## src/rtl/multicycle_ctrl_p.sv

```systemverilog
// rtl/multicycle_ctrl_p.sv - RV32I multi-cycle control FSM: strobes, PC control, immediates, traps.
module multicycle_ctrl_p #(
  parameter int unsigned XLEN        = 32,
  parameter int unsigned MEM_TIMEOUT = 16,
  parameter bit          SKIP_MEM    = 1'b1,
  parameter bit          TRAP_EN     = 1'b1
) (
  input  logic            clk,
  input  logic            rst,
  input  logic [31:0]     ins,
  input  logic            mfc,
  input  logic            br_taken,
  output logic [XLEN-1:0] imm,
  output logic [4:0]      alu_op,
  output logic [1:0]      pc_sel,
  output logic            pc_en,
  output logic            ir_en,
  output logic            rf_wr,
  output logic            a_sel,
  output logic            b_sel,
  output logic [1:0]      y_sel,
  output logic            mem_rd,
  output logic            mem_wr,
  output logic            ma_sel,
  output logic [1:0]      mem_size,
  output logic            trap,
  output logic [1:0]      trap_cause
);
  localparam int CW = (MEM_TIMEOUT > 0) ? $clog2(MEM_TIMEOUT + 1) : 1;
  localparam logic [CW-1:0] LIMIT = (MEM_TIMEOUT > 0) ? CW'(MEM_TIMEOUT - 1) : '0;

  localparam logic [4:0] OP_ADD = 5'd0, OP_SUB = 5'd1, OP_OR = 5'd2, OP_XOR = 5'd3,
                         OP_AND = 5'd4, OP_SLL = 5'd5, OP_SRL = 5'd6, OP_SRA = 5'd7,
                         OP_PASSB = 5'd8, OP_SLT = 5'd9, OP_SLTU = 5'd10;

  typedef enum logic [2:0] {
    S_RESET, S_FETCH, S_DECODE, S_EXEC, S_MEM, S_WB, S_TRAP
  } state_t;

  state_t          state_q, state_d;
  logic [CW-1:0]   cnt_q, cnt_d;
  logic [1:0]      trap_cause_q, trap_cause_d;

  logic [6:0]  opc;
  logic [2:0]  f3;
  logic        is_r, is_i, is_l, is_s, is_sb, is_jalr, is_jal, is_lui, is_auipc, legal, is_mem;
  logic        f7_base, f7_alt;
  logic        waiting, expired;
  logic [31:0] imm32;

  assign opc      = ins[6:0];
  assign f3       = ins[14:12];
  assign is_r     = (opc == 7'b0110011);
  assign is_i     = (opc == 7'b0010011);
  assign is_l     = (opc == 7'b0000011);
  assign is_s     = (opc == 7'b0100011);
  assign is_sb    = (opc == 7'b1100011);
  assign is_jalr  = (opc == 7'b1100111);
  assign is_jal   = (opc == 7'b1101111);
  assign is_lui   = (opc == 7'b0110111);
  assign is_auipc = (opc == 7'b0010111);
  assign legal    = is_r | is_i | is_l | is_s | is_sb | is_jalr | is_jal | is_lui | is_auipc;
  assign is_mem   = is_l | is_s;
  assign f7_base  = (ins[31:25] == 7'b0000000);
  assign f7_alt   = (ins[31:25] == 7'b0100000);

  assign a_sel    = is_auipc | is_jal | is_sb;
  assign b_sel    = is_i | is_l | is_s | is_jalr | is_lui | is_auipc | is_jal;
  assign mem_size = is_mem ? ins[13:12] : 2'b10;

  always_comb begin
    imm32 = '0;
    if (is_i || is_l || is_jalr)  imm32 = {{20{ins[31]}}, ins[31:20]};
    else if (is_s)                imm32 = {{20{ins[31]}}, ins[31:25], ins[11:7]};
    else if (is_sb)               imm32 = {{19{ins[31]}}, ins[31], ins[7], ins[30:25], ins[11:8], 1'b0};
    else if (is_lui || is_auipc)  imm32 = {ins[31:12], 12'b0};
    else if (is_jal)              imm32 = {{11{ins[31]}}, ins[31], ins[19:12], ins[20], ins[30:21], 1'b0};
  end
  assign imm = XLEN'($signed(imm32));

  // Unrecognised funct7/funct3 combinations fall back to add.
  always_comb begin
    alu_op = OP_ADD;
    if (is_r || is_i) begin
      case (f3)
        3'b000: alu_op = (is_r && f7_alt) ? OP_SUB : OP_ADD;
        3'b001: alu_op = f7_base ? OP_SLL : OP_ADD;
        3'b010: alu_op = (is_i || f7_base) ? OP_SLT : OP_ADD;
        3'b011: alu_op = (is_i || f7_base) ? OP_SLTU : OP_ADD;
        3'b100: alu_op = (is_i || f7_base) ? OP_XOR : OP_ADD;
        3'b101: alu_op = f7_base ? OP_SRL : (f7_alt ? OP_SRA : OP_ADD);
        3'b110: alu_op = (is_i || f7_base) ? OP_OR : OP_ADD;
        3'b111: alu_op = (is_i || f7_base) ? OP_AND : OP_ADD;
        default: alu_op = OP_ADD;
      endcase
    end else if (is_lui) begin
      alu_op = OP_PASSB;
    end
  end

  assign waiting = (state_q == S_FETCH) || ((state_q == S_MEM) && is_mem);
  assign expired = (MEM_TIMEOUT != 0) && waiting && !mfc && (cnt_q == LIMIT);

  always_comb begin
    state_d      = state_q;
    cnt_d        = '0;
    trap_cause_d = trap_cause_q;
    pc_en        = 1'b0;
    ir_en        = 1'b0;
    rf_wr        = 1'b0;
    mem_rd       = 1'b0;
    mem_wr       = 1'b0;
    ma_sel       = 1'b1;
    pc_sel       = 2'b00;
    y_sel        = 2'b00;
    trap         = 1'b0;
    if ((MEM_TIMEOUT != 0) && waiting && !mfc) cnt_d = cnt_q + 1'b1;
    case (state_q)
      S_RESET: state_d = S_FETCH;
      S_FETCH: begin
        if (expired) begin
          state_d      = S_TRAP;
          trap_cause_d = 2'b01;
        end else begin
          mem_rd = 1'b1;
          if (mfc) begin
            ir_en   = 1'b1;
            pc_en   = 1'b1;
            state_d = S_DECODE;
          end
        end
      end
      S_DECODE: begin
        if (legal) begin
          state_d = S_EXEC;
        end else if (TRAP_EN) begin
          state_d      = S_TRAP;
          trap_cause_d = 2'b10;
        end else begin
          state_d = S_FETCH;
        end
      end
      S_EXEC: begin
        if (is_sb) begin
          pc_en   = br_taken;
          pc_sel  = 2'b01;
          state_d = S_FETCH;
        end else if (is_mem || !SKIP_MEM) begin
          state_d = S_MEM;
        end else begin
          state_d = S_WB;
        end
      end
      S_MEM: begin
        if (is_mem) begin
          ma_sel = 1'b0;
          if (expired) begin
            state_d      = S_TRAP;
            trap_cause_d = 2'b01;
          end else begin
            mem_rd = is_l;
            mem_wr = is_s;
            if (mfc) state_d = is_l ? S_WB : S_FETCH;
          end
        end else begin
          state_d = S_WB;
        end
      end
      S_WB: begin
        rf_wr   = 1'b1;
        state_d = S_FETCH;
        if (is_l) y_sel = 2'b01;
        else if (is_jal || is_jalr) y_sel = 2'b10;
        if (is_jal) begin
          pc_en  = 1'b1;
          pc_sel = 2'b01;
        end else if (is_jalr) begin
          pc_en  = 1'b1;
          pc_sel = 2'b10;
        end
      end
      S_TRAP: begin
        trap    = 1'b1;
        pc_en   = 1'b1;
        pc_sel  = 2'b11;
        state_d = S_FETCH;
      end
      default: state_d = S_RESET;
    endcase
    if (state_d != state_q) cnt_d = '0;
  end

  always_ff @(posedge clk) begin
    if (rst) begin
      state_q      <= S_RESET;
      cnt_q        <= '0;
      trap_cause_q <= 2'b00;
    end else begin
      state_q      <= state_d;
      cnt_q        <= cnt_d;
      trap_cause_q <= trap_cause_d;
    end
  end

  assign trap_cause = trap_cause_q;
endmodule

```

## config.mk

```make
export PLATFORM = sky130hd
export DESIGN_NAME = multicycle_ctrl_p
export DESIGN_NICKNAME = d
export VERILOG_FILES = /design/src/rtl/multicycle_ctrl_p.sv
export SDC_FILE = /design/constraint.sdc
export NUM_CORES = 1
export LEC_CHECK = 0
export BUFFER_PORTS_ARGS = -buffer_cell sky130_fd_sc_hd__buf_2
export CORE_MARGIN = 8
export CORE_UTILIZATION = 39
export DETAILED_ROUTE_END_ITERATION = 8
export GPL_ROUTABILITY_DRIVEN = 0
export PLACE_DENSITY = 0.76
export REMOVE_ABC_BUFFERS = 1
export SYNTH_ARGS = -nofsm -noshare
export SYNTH_HDL_FRONTEND = slang
export SYNTH_SLANG_ARGS = --single-unit
```

## constraint.sdc

```tcl
create_clock -name clk -period 2 [get_ports clk]
set_input_delay 0.4 -clock clk [delete_from_list [all_inputs] [get_ports clk]]
set_output_delay 0.4 -clock clk [all_outputs]
set_load 0.02 [all_outputs]
```

==> results by stage, run 1 <==
Global routing:
- The number of antenna violations at the first check in global routing is 0.
- After global routing the overflow that remains totals 0.
- The global-route wire length before repair is 11200 um.
- The number of global-route vias before repair is 2295.
- The overall track demand over capacity in global routing is 0.222.
- The largest net degree at the start of global routing is 12.

Clock tree:
- The TritonCTS sink count is 10.
- The worst-skew pair later-pin latency is 0.25 ns.
- The clock-pin transition on the worst setup and hold timing paths is 0.06 ns.
- The number of buffers inserted by hold repair at cts is 0.
- CTS built an H-tree with a depth of 1.
- TritonCTS built the clock tree.
- The clock tree buffer depth is 2.
- The buffer cell driving the clock tree root is sky130_fd_sc_hd__clkbuf_8.
- The number of buffers inserted during clock tree synthesis is 3.

Worst setup path:
- The signal on the critical path passes through buf_12 > buf_4 > buf_4 > or2_4 > a21oi_2 > o21ai_2 > o32ai_2 > buf_4.
- The most critical setup path has its startpoint at ins[6].
- Data on the critical path is required at its endpoint by 1.60 ns.
- The type of element launching the critical path is an input pin.
- On the worst path, the slowest cell contributes a delay of 0.28 ns.
- STA puts the critical path data arrival time at 1.78 ns.
- The worst setup path is captured at a primary output.
- The cell with the largest stage delay on the worst path is sky130_fd_sc_hd__or2_4.
- The startpoint identified for the worst register-to-register timing path is cnt_q[0].
- The most prevalent standard cell on the critical path is sky130_fd_sc_hd__buf_4.
- By startpoint and endpoint, the worst setup path is classified as input pin to primary output.
- In this run the worst path has a maximum fanout of 5.

Layout:
- The flip-flop and latch area is 214 um^2.
- 0 antenna diodes ended up in the layout.
- The post-layout net count is 393.
- The final design area excluding fillers is 0.00318 mm^2.
- Measured on the finished design, the core utilization comes to 0.875.
- After filler insertion, the fill cell instance count of the layout stands at 171.
- The multi-input combinational cells in the finished layout cover a total of 0.00150 mm^2.
- In the final layout, the share of cells above drive strength 1 is 0.650.
- The area overhead of the layout relative to synthesis is 117%.

Status:
- The final reports fail on negative setup slack.
- The run finished, with violations left.

Power and ir drop:
- For this design the ratio of total power to cell area is 313 mW/mm^2.
- Across the VDD grid, the largest voltage drop is 0.310 mV.
- The static power due to leakage is 0.00160 uW.

Synthesis:
- The most common cell in the synthesized netlist is sky130_fd_sc_hd__nand2_1.
- The commonest cells after synthesis are sky130_fd_sc_hd__nand2_1 (21), sky130_fd_sc_hd__a21o_1 (20), sky130_fd_sc_hd__nand3_1 (14).
- Of all flip-flops after synthesis, the portion carrying an async set or reset was 0.
- The mapped netlist covers 0.00147 mm^2.
- The cell type with the largest total area after synthesis is sky130_fd_sc_hd__dfxtp_1.
- The cell count after synthesis came out at 210.
- Of the synthesized area, sequential elements account for 0.137.
- The distinct cell type count after synthesis is 57.
- A synthesized cell averages 6.98 um^2.
- The area share of the largest cell type after synthesis is 0.137.
- The count of state elements after synthesis is 10.
- The total number of yosys warnings is 0.
- Yosys mapped a number of flops with a built-in enable equal to 0.
- For this run, the leading register cell type out of synthesis is sky130_fd_sc_hd__dfxtp_1.
- By area the synthesized netlist is led by sky130_fd_sc_hd__dfxtp_1 (14%), sky130_fd_sc_hd__a21o_1 (10%), sky130_fd_sc_hd__nand2_1 (5.4%), sky130_fd_sc_hd__nand3_1 (4.8%), sky130_fd_sc_hd__a21oi_1 (3.8%).

Floorplan:
- In this run the horizontal extent of the chip is 77.3 um.
- The initial core utilization is 0.404.
- The die covers 0.00598 mm^2.
- The number of top-level pins is 90.
- The core region is 0.00363 mm^2.
- The die is 77.3 um tall.
- The number of rows created at floorplan is 22.

Timing:
- In the finished design, the share of the clock period the worst path needs comes to 1.09.
- For the finished layout, the period the worst path requires is 2.18 ns.
- The final count of hold timing violations is 0.
- Setup repair after global routing could not meet its margin everywhere.
- The count of final max-slew check failures is 0.
- Setup violations remaining at the end of the flow were counted as 40.
- The timing-limited maximum frequency is 459 MHz.
- Once routing completed, OpenROAD measured the worst setup slack at -0.178 ns.
- The worst slew slack as a fraction of its limit is 0.660.
- Clock skew on the completed layout was measured at 0.00881 ns.
- At the pin with the least slew margin, the transition time is 0.509 ns.

Placed design:
- Port buffering added 88 buffers.
- The placed cell area is 0.00225 mm^2.
- The wire-length estimate of the detail-placed layout is 4570 um.
- At the placement stage, the worst setup path has a slack of -0.213 ns.

Route:
- The pre-antenna-repair detailed-routing pass consisted of 5 iterations.
- The wire length reported by the detailed router is 9380 um.
- Once detail routing completed, the nets flagged for antenna violations numbered 0.
- The routed layout has 2506 vias.
- For this run, design rule violations remaining after detail routing come to 0.
- The average via count per standard cell is 6.23.
- After detailed routing, the average wire length per cell comes to 23.3 um.
- The violation count after the first detailed-route iteration is 273.

Min path:
- The worst min-delay path class is input pin to register.
- The beginning of the worst hold path is rst.

Flow run:
- Across the run, the number of max-cap violations was 0.
## critical path, delay by kind of cell
kind / cells / cell delay [ns]
buf+inv: 4 / 0.60
compound gates: 3 / 0.49
simple gates: 1 / 0.28
## registers in the layout (all words and copies together), names as in the netlist
| register | cells |
|---|---|
| cnt_q | 5 |
| state_q | 3 |
| trap_cause | 2 |
## per-stage QoR
step | total power, uW | std cells | TNS (ns) | hold slack [ns]
3_5_place_dp | 555 | 376 | -3.91 | 0.476
6_report | 993 | 402 | -2.23 | 0.426
4_1_cts | 874 | 391 | -0.248 | 0.395
3_3_place_gp | 549 | 376 | -2.57 | 0.473
2_1_floorplan | 376 | 195 | -1.33 | 0.418
5_1_grt | 1020 | 402 | -3.38 | 0.410
## per-layer routing
| layer | routed length, um | track usage | vias up |
|---|---|---|---|
| met2 | 4580 | 0.385 | 239 |
| li1 | - | - | 1051 |
| met4 | 635 | 0.0755 | 0 |
| met5 | 0 | 0 | - |
| met3 | 903 | 0.0501 | 71 |
| met1 | 3260 | 0.261 | 1145 |
## timing repair
action	in CTS	in global routing
gates cloned	2	1
buffers inserted	9	11
gates resized for setup	96	95
pin swaps	19	36
setup endpoints to repair	38	41
## cell usage in the layout (no fill, tap or decap), types with 3 or more instances in the layout
master / n
sky130_fd_sc_hd__a21boi_2: 4
sky130_fd_sc_hd__nand2_2: 5
sky130_fd_sc_hd__nor2_4: 3
sky130_fd_sc_hd__a21oi_1: 8
sky130_fd_sc_hd__buf_6: 50
sky130_fd_sc_hd__nand4_1: 4
sky130_fd_sc_hd__dfxtp_4: 3
sky130_fd_sc_hd__inv_2: 3
sky130_fd_sc_hd__buf_12: 3
sky130_fd_sc_hd__a31oi_1: 4
sky130_fd_sc_hd__buf_4: 55
sky130_fd_sc_hd__inv_1: 8
sky130_fd_sc_hd__a21oi_4: 4
sky130_fd_sc_hd__buf_2: 43
sky130_fd_sc_hd__nand2b_1: 4
sky130_fd_sc_hd__nor3_4: 3
sky130_fd_sc_hd__nand2_4: 3
sky130_fd_sc_hd__nand3_4: 3
sky130_fd_sc_hd__o21ai_0: 3
sky130_fd_sc_hd__and2_1: 6
sky130_fd_sc_hd__clkbuf_8: 4
sky130_fd_sc_hd__nand3_1: 10
sky130_fd_sc_hd__dfxtp_1: 5
sky130_fd_sc_hd__and3_1: 3
sky130_fd_sc_hd__nand2_1: 13
sky130_fd_sc_hd__a21o_1: 20
sky130_fd_sc_hd__nor2_1: 10
sky130_fd_sc_hd__and3_4: 4
## layout make-up
type,count,area share
well taps,48,0.0189
repair buffers,154,0.411
inverters,11,0.0130
clock buffers,4,0.0173
multi-input cells,175,0.472
flip-flops and latches,10,0.0673
## path summary, 6_finish.rpt
| kind | end | slack [ns] | cells past startpoint |
|---|---|---|---|
| setup / recovery | imm[11] | -0.18 | 8 |
| setup reg to reg | cnt_q[4] | 0.18 | 6 |
| hold reg to reg | trap_cause[0] | 0.51 | 2 |
| hold / removal | trap_cause[0] | 0.43 | 2 |
## report_power, final
group	total, uW	switching (uW)	internal, uW
sequential	227	19.0	208
clock	269	95.0	174
combinational	497	265	232
## kinds of logic after synthesis
logic type,count (synthesis),synth area share
AND/OR/NAND/NOR,103,0.398
AO/OA/AOI/OAI,63,0.332
buffers and inverters,26,0.0828
flip-flops,10,0.137
adder cells (fa/ha/maj),3,0.0239
XOR/XNOR,3,0.0179
other,1,0.00256
multiplexers,1,0.00683
Note: power is estimated with default switching activity, not from simulation.
==> inputs of run 2 (changes only) <==
- TNS_END_PERCENT: not set -> 5
==> results by stage, run 2 (synthesis gave the netlist of run 1 again) <==
Clock tree:
- The number of buffers inserted by hold repair at cts came to 0 (unchanged).
- The clock-pin transition on the worst setup and hold timing paths is 0.05 ns (was 0.06 ns).
- The clock tree buffer depth was 2 (unchanged).
- The TritonCTS clock tree is yes (unchanged).
- The buffer cell driving the clock tree root is sky130_fd_sc_hd__clkbuf_8 (unchanged).
- The TritonCTS sink count is 10 (unchanged).
- The worst-skew pair later-pin latency is 0.24 ns (was 0.25 ns).
- The number of H-tree levels is 1 (unchanged).
- The number of buffers inserted during clock tree synthesis is 3 (unchanged).

Route:
- The average wire per standard cell is 15.6 um (was 23.3 um).
- The number of design rule violations left after detail routing is 0 (unchanged).
- The iteration count of the initial detailed-routing pass is 4 (was 5).
- The detailed-route via count is 2029 (was 2506).
- The average via count per standard cell is 5.33 (was 6.23).
- The remaining antenna violation count is 0 (unchanged).
- The wire length reported by the detailed router is 5940 um (was 9380 um).
- The violation count after the first detailed-route iteration was 174 (was 273).

Timing:
- RSZ-0062 raised after global routing: true (unchanged).
- The final critical-path share of the clock period is 1.06 (was 1.09).
- The minimum clock period after layout is 2.12 ns (was 2.18 ns).
- The slack of the critical path is -0.117 ns (was -0.178 ns).
- The count of final max-slew check failures is 0 (unchanged).
- The worst setup skew after layout is 0.00514 ns (was 0.00881 ns).
- The final count of hold timing violations was 0 (unchanged).
- The final-layout worst hold slack is 0.407 ns (was 0.426 ns).
- The timing-limited maximum frequency is 472 MHz (was 459 MHz).
- The total setup violations reported at the end of the flow was 13 (was 40).

Global routing:
- The global-route wire length before repair is 9700 um (was 11200 um).
- The number of antenna violations at the first check in global routing is 0 (unchanged).
- The overall track demand over capacity in global routing came to 0.187 (was 0.222).
- The number of global-route vias before repair is 2075 (was 2295).
- The overall overflow remaining after global route is 0 (unchanged).
- The largest net degree at the start of global routing was 12 (unchanged).

Layout:
- The total of fill cells in the finished design came to 290 (was 171).
- The flip-flop and latch area is 206 um^2 (was 214 um^2).
- The multi-input gate area in the final layout is 0.00129 mm^2 (was 0.00150 mm^2).
- The flip-flop count of the largest register after layout is 5 (unchanged).
- The area overhead of the layout relative to synthesis is 75.9% (was 117%).
- The final design area excluding fillers came to 0.00258 mm^2 (was 0.00318 mm^2).
- The post-layout net count is 372 (was 393).
- The register containing the most flip-flops in the final layout is cnt_q (unchanged).
- The post-route core utilization is 0.710 (was 0.875).
- The share of cells above drive strength 1 came to 0.544 (was 0.650).
- The antenna diode count is 0 (unchanged).
- The leading cell type in the layout, fill and taps excluded is sky130_fd_sc_hd__buf_4 (unchanged).
- Top library cells by usage in the layout, fill and taps aside: sky130_fd_sc_hd__buf_4 (69), sky130_fd_sc_hd__buf_2 (55), sky130_fd_sc_hd__a21o_1 (20) (was sky130_fd_sc_hd__buf_4 (55), sky130_fd_sc_hd__buf_6 (50), sky130_fd_sc_hd__buf_2 (43)).

Floorplan:
- The die outline area came to 0.00598 mm^2 (unchanged).
- The height of the chip came to 77.3 um (unchanged).
- The horizontal extent of the die was 77.3 um (unchanged).
- The number of rows created at floorplan is 22 (unchanged).
- The initial core utilization came to 0.404 (unchanged).
- The number of top-level pins is 90 (unchanged).
- The standard cell core area was 0.00363 mm^2 (unchanged).

Status:
- Failing checks: negative setup slack (unchanged).
- Result of the run: complete, but fails checks (unchanged).

Power and ir drop:
- The total power came to 849 uW (was 993 uW).
- The internal power is 555 uW (was 615 uW).
- The power density of the placed cells came to 329 mW/mm^2 (was 313 mW/mm^2).
- The static power due to leakage was 0.00138 uW (was 0.00160 uW).
- The fraction of power spent switching nets was 0.346 (was 0.381).
- The switching component of the power is 294 uW (was 379 uW).
- The proportion of power drawn by the clock network is 0.304 (was 0.271).
- The proportion of power drawn by combinational gates is 0.432 (was 0.500).
- The maximum vdd ir drop is 0.218 mV (was 0.310 mV).
- The sequential power share is 0.263 (was 0.229).

Worst setup path:
- The required time of the critical path is 1.60 ns (about the same).
- The type of element capturing the critical path was a primary output (unchanged).
- The endpoint arrival time on the critical path is 1.72 ns (was 1.78 ns).
- The worst setup path category is register to primary output (was input pin to primary output).
- The maximum fanout encountered on the critical timing path is 3 (was 5).
- The type of element launching the critical path is a register (was input pin).
- The register-to-register setup slack is 0.24 ns (was 0.18 ns).

Flow run:
- The max capacitance violation total is 0 (unchanged).

Min path:
- The worst min-delay path class is input pin to register (unchanged).

Placed design:
- The half-perimeter wire length after placement is 4570 um (unchanged).
- The placed cell area was 0.00225 mm^2 (unchanged).
- The minimum setup slack after placement is -0.213 ns (unchanged).
- The number of buffers added on ports came to 88 (unchanged).
run 2: cell types whose count changed in the layout (fill, tap and decap cells not counted), sizes merged:
| cell | delta |
|---|---|
| clkinvlp | +1 |
| a21oi | -1 |
| clkbuf | -1 |
| inv | -1 |
| buf | -19 |
run 2: power by group through the flow:
| stage | registers [uW] | clock network [uW] | logic [uW] |
|---|---|---|---|
| after floorplan | 224 | 0 | 151 |
| final | 224 | 259 | 367 |
| after CTS | 221 | 262 | 350 |
| after detailed placement | 224 | 0 | 331 |
| after global placement | 223 | 0 | 326 |
| after global routing | 225 | 268 | 396 |
run 2: repair_timing:
item,in CTS,in global routing
hold endpoints to repair,0,0
pin swaps,4,6
setup buffers,1,0
resized for setup,44,40
endpoints found under the setup margin,38,42
run 2: stage by stage:
stage,TNS [ns],instances
floorplan,-1.33,195
global placement,-2.57,376
detailed placement,-3.91,376
CTS,-0.852,381
global route,-2.16,381
finish,-0.471,381
run 2: final timing paths:
path              endpoint  depth (start not counted)           from
max                 mem_wr                          7       cnt_q[0]
min             state_q[0]                          2            rst
max reg2reg       cnt_q[0]                          6       cnt_q[0]
min reg2reg  trap_cause[0]                          2  trap_cause[0]
run 2: final cells by class:
cell class              instances  share of cell area
repair buffers                134               0.358
multi-input cells             174               0.500
inverters                      11              0.0175
clock buffers                   4              0.0213
well taps                      48              0.0233
flip-flops and latches         10              0.0800
run 2: metal layers:
layer / GRT usage / vias to the layer above / share of wire / wire (um)
met5: 0 / - / 0 / 0
met4: 0.0472 / 0 / 0.012 / 70
met3: 0.0373 / 6 / 0.071 / 420
met2: 0.320 / 89 / 0.49 / 2940
met1: 0.232 / 924 / 0.42 / 2510
li1: - / 1010 / - / -
run 2: critical path, cell delays in order, from the launching register on:
cell,delay (ns)
sky130_fd_sc_hd__dfxtp_2,0.35
sky130_fd_sc_hd__ha_4,0.13
sky130_fd_sc_hd__and3_4,0.19
sky130_fd_sc_hd__ha_4,0.14
sky130_fd_sc_hd__nand2b_4,0.05
sky130_fd_sc_hd__or3_4,0.34
sky130_fd_sc_hd__and3_4,0.16
sky130_fd_sc_hd__buf_6,0.12
==> inputs of run 3 (changes only) <==
- SKIP_CTS_REPAIR_TIMING: not set -> 1
==> results by stage, run 3 (synthesis gave the netlist of run 1 again) <==
Route:
- The wire length reported by the detailed router came to 5930 um (was 5940 um).
- The iteration count of the initial detailed-routing pass came to 6 (was 4).
- The average via count per standard cell is 5.37 (was 5.33).
- The number of design rule violations left after detail routing was 1 (was 0).
- The average wire per standard cell is 15.6 um (about the same).
- The remaining antenna violation count came to 0 (unchanged).
- The detailed-route via count came to 2047 (was 2029).
- The violation count after the first detailed-route iteration was 153 (was 174).

Worst setup path:
- The depth of the worst register-to-register path is 6 (unchanged).
- The cell with the largest stage delay on the worst path was sky130_fd_sc_hd__dfxtp_2 (unchanged).
- The required time of the critical path came to 1.60 ns (about the same).
- The type of element capturing the critical path was a primary output (unchanged).
- The top cell family by delay on the critical path is simple AND/OR/NAND/NOR gates (unchanged).
- Critical path, cell by cell: ha_4 > and3_4 > ha_4 > nand2b_4 > or3_4 > and3_1 > buf_4 (was ha_4 > and3_4 > ha_4 > nand2b_4 > or3_4 > and3_4 > buf_6).
- The endpoint arrival time on the critical path is 1.73 ns (was 1.72 ns).
- The maximum fanout encountered on the critical timing path came to 3 (unchanged).
- The first element of the critical path is cnt_q[0] (unchanged).
- The worst stage delay on the critical path is 0.34 ns (was 0.35 ns).
- The count of buffering cells on the critical path with inverters included is 1 (unchanged).
- The critical register-to-register path startpoint is cnt_q[0] (unchanged).
- The worst setup path category is register to primary output (unchanged).
- The type of element launching the critical path is a register (unchanged).
- The number of cells on the critical path is 7 (unchanged).
- The most prevalent standard cell on the critical path is sky130_fd_sc_hd__ha_4.

Timing:
- The count of final max-slew check failures is 0 (unchanged).
- The timing-limited maximum frequency is 469 MHz (was 472 MHz).
- The worst setup skew after layout was 0.00530 ns (was 0.00514 ns).
- The total setup violations reported at the end of the flow is 28 (was 13).
- The final count of hold timing violations came to 0 (unchanged).
- The minimum clock period after layout is 2.13 ns (was 2.12 ns).
- The slack of the critical path is -0.133 ns (was -0.117 ns).
- RSZ-0062 raised after global routing: true (unchanged).
- The final critical-path share of the clock period is 1.07 (was 1.06).

Layout:
- The post-route core utilization is 0.690 (was 0.710).
- Top library cells by usage in the layout, fill and taps aside: sky130_fd_sc_hd__buf_2 (65), sky130_fd_sc_hd__buf_4 (65), sky130_fd_sc_hd__nand2_1 (20), sky130_fd_sc_hd__a21o_1 (20), sky130_fd_sc_hd__nand3_1 (13) (was sky130_fd_sc_hd__buf_4 (69), sky130_fd_sc_hd__buf_2 (55), sky130_fd_sc_hd__a21o_1 (20)).
- The area overhead of the layout relative to synthesis is 70.9% (was 75.9%).
- The antenna diode count is 0 (unchanged).
- The flip-flop count of the largest register after layout is 5 (unchanged).
- The final design area excluding fillers is 0.00251 mm^2 (was 0.00258 mm^2).
- The register containing the most flip-flops in the final layout is cnt_q (unchanged).
- The flip-flop and latch area is 208 um^2 (was 206 um^2).
- The share of cells above drive strength 1 is 0.535 (was 0.544).
- The multi-input gate area in the final layout came to 0.00127 mm^2 (was 0.00129 mm^2).
- The total of fill cells in the finished design is 307 (was 290).
- The post-layout net count is 372 (unchanged).

Clock tree:
- The number of buffers inserted during clock tree synthesis was 3 (unchanged).
- The buffer cell driving the clock tree root was sky130_fd_sc_hd__clkbuf_8 (unchanged).
- The worst-skew pair later-pin latency is 0.24 ns (about the same).
- The clock-pin transition on the worst setup and hold timing paths came to 0.05 ns (about the same).
- The TritonCTS clock tree is yes (unchanged).
- The number of H-tree levels is 1 (unchanged).
- The TritonCTS sink count was 10 (unchanged).
- The clock tree buffer depth came to 2 (unchanged).

Global routing:
- The number of antenna violations at the first check in global routing is 0 (unchanged).
- The global-route wire length before repair is 9290 um (was 9700 um).
- The number of global-route vias before repair was 2003 (was 2075).
- The overall overflow remaining after global route is 0 (unchanged).
- The overall track demand over capacity in global routing is 0.179 (was 0.187).
- The largest net degree at the start of global routing was 12 (unchanged).

Power and ir drop:
- The sequential power share was 0.264 (was 0.263).
- The maximum vdd ir drop came to 0.219 mV (was 0.218 mV).
- The proportion of power drawn by the clock network is 0.309 (was 0.304).
- The total power was 841 uW (was 849 uW).
- The internal power was 549 uW (was 555 uW).
- The switching component of the power is 292 uW (was 294 uW).
- The proportion of power drawn by combinational gates came to 0.427 (was 0.432).
- The power density of the placed cells is 336 mW/mm^2 (was 329 mW/mm^2).
- The static power due to leakage is 0.00138 uW (about the same).
- The fraction of power spent switching nets is 0.348 (was 0.346).

Floorplan:
- The number of top-level pins is 90 (unchanged).
- The height of the chip is 77.3 um (unchanged).
- The number of rows created at floorplan is 22 (unchanged).
- The initial core utilization is 0.404 (unchanged).
- The standard cell core area is 0.00363 mm^2 (unchanged).
- The horizontal extent of the die is 77.3 um (unchanged).
- The die outline area is 0.00598 mm^2 (unchanged).

Placed design:
- The minimum setup slack after placement is -0.213 ns (unchanged).
- The number of buffers added on ports is 88 (unchanged).
- The half-perimeter wire length after placement came to 4570 um (unchanged).
- The placed cell area is 0.00225 mm^2 (unchanged).

Status:
- Failing checks: design-rule violations, negative setup slack (was negative setup slack).
- Result of the run: complete, but fails checks (unchanged).

Min path:
- The hold path depth is 2 (unchanged).
- The beginning of the worst hold path was rst (unchanged).
- The worst min-delay path class is input pin to register (unchanged).

Flow run:
- The max capacitance violation total is 0 (unchanged).
[run 3: changes by cell type in the layout (fill, tap and decap cells not counted), moves of 2 or more]
cell                       previous run  this run
sky130_fd_sc_hd__buf_2               55        65
sky130_fd_sc_hd__buf_6                8         1
sky130_fd_sc_hd__buf_4               69        65
sky130_fd_sc_hd__a21boi_0             0         2
sky130_fd_sc_hd__a21boi_2             4         2
sky130_fd_sc_hd__dfxtp_2              5         3
[run 3: metal layers]
layer / global-route usage / part of all wire
met1: 0.224 / 0.44
met2: 0.301 / 0.48
met3: 0.0350 / 0.069
met4: 0.0528 / 0.012
met5: 0 / 0
[run 3: path summary, 6_finish.rpt]
kind	endpoint	slack, ns
max	mem_wr	-0.13
min	state_q[2]	0.40
max reg2reg	cnt_q[0]	0.25
min reg2reg	trap_cause[0]	0.49
[run 3: metrics by stage]
stage,hold slack [ns],cells,TNS (ns)
final,0.399,381,-1.57
after global routing,0.411,381,-4.23
after floorplan,0.418,195,-1.33
after global placement,0.473,376,-2.57
after CTS,0.401,380,-4.40
after detailed placement,0.476,376,-3.91
[run 3: layout make-up]
type	count	area share
Clock buffer	4	0.0220
Sequential cell	10	0.0829
Tap cell	48	0.0240
Timing Repair Buffer	134	0.348
Inverter	11	0.0165
Multi-Input combinational cell	174	0.507
[run 3: power by group through the flow]
stage                     Combinational, uW  Clock, uW  Sequential, uW
after floorplan                         151          0             224
after detailed placement                331          0             224
after CTS                               333        262             220
after global routing                    387        267             223
after global placement                  326          0             223
final                                   359        260             222
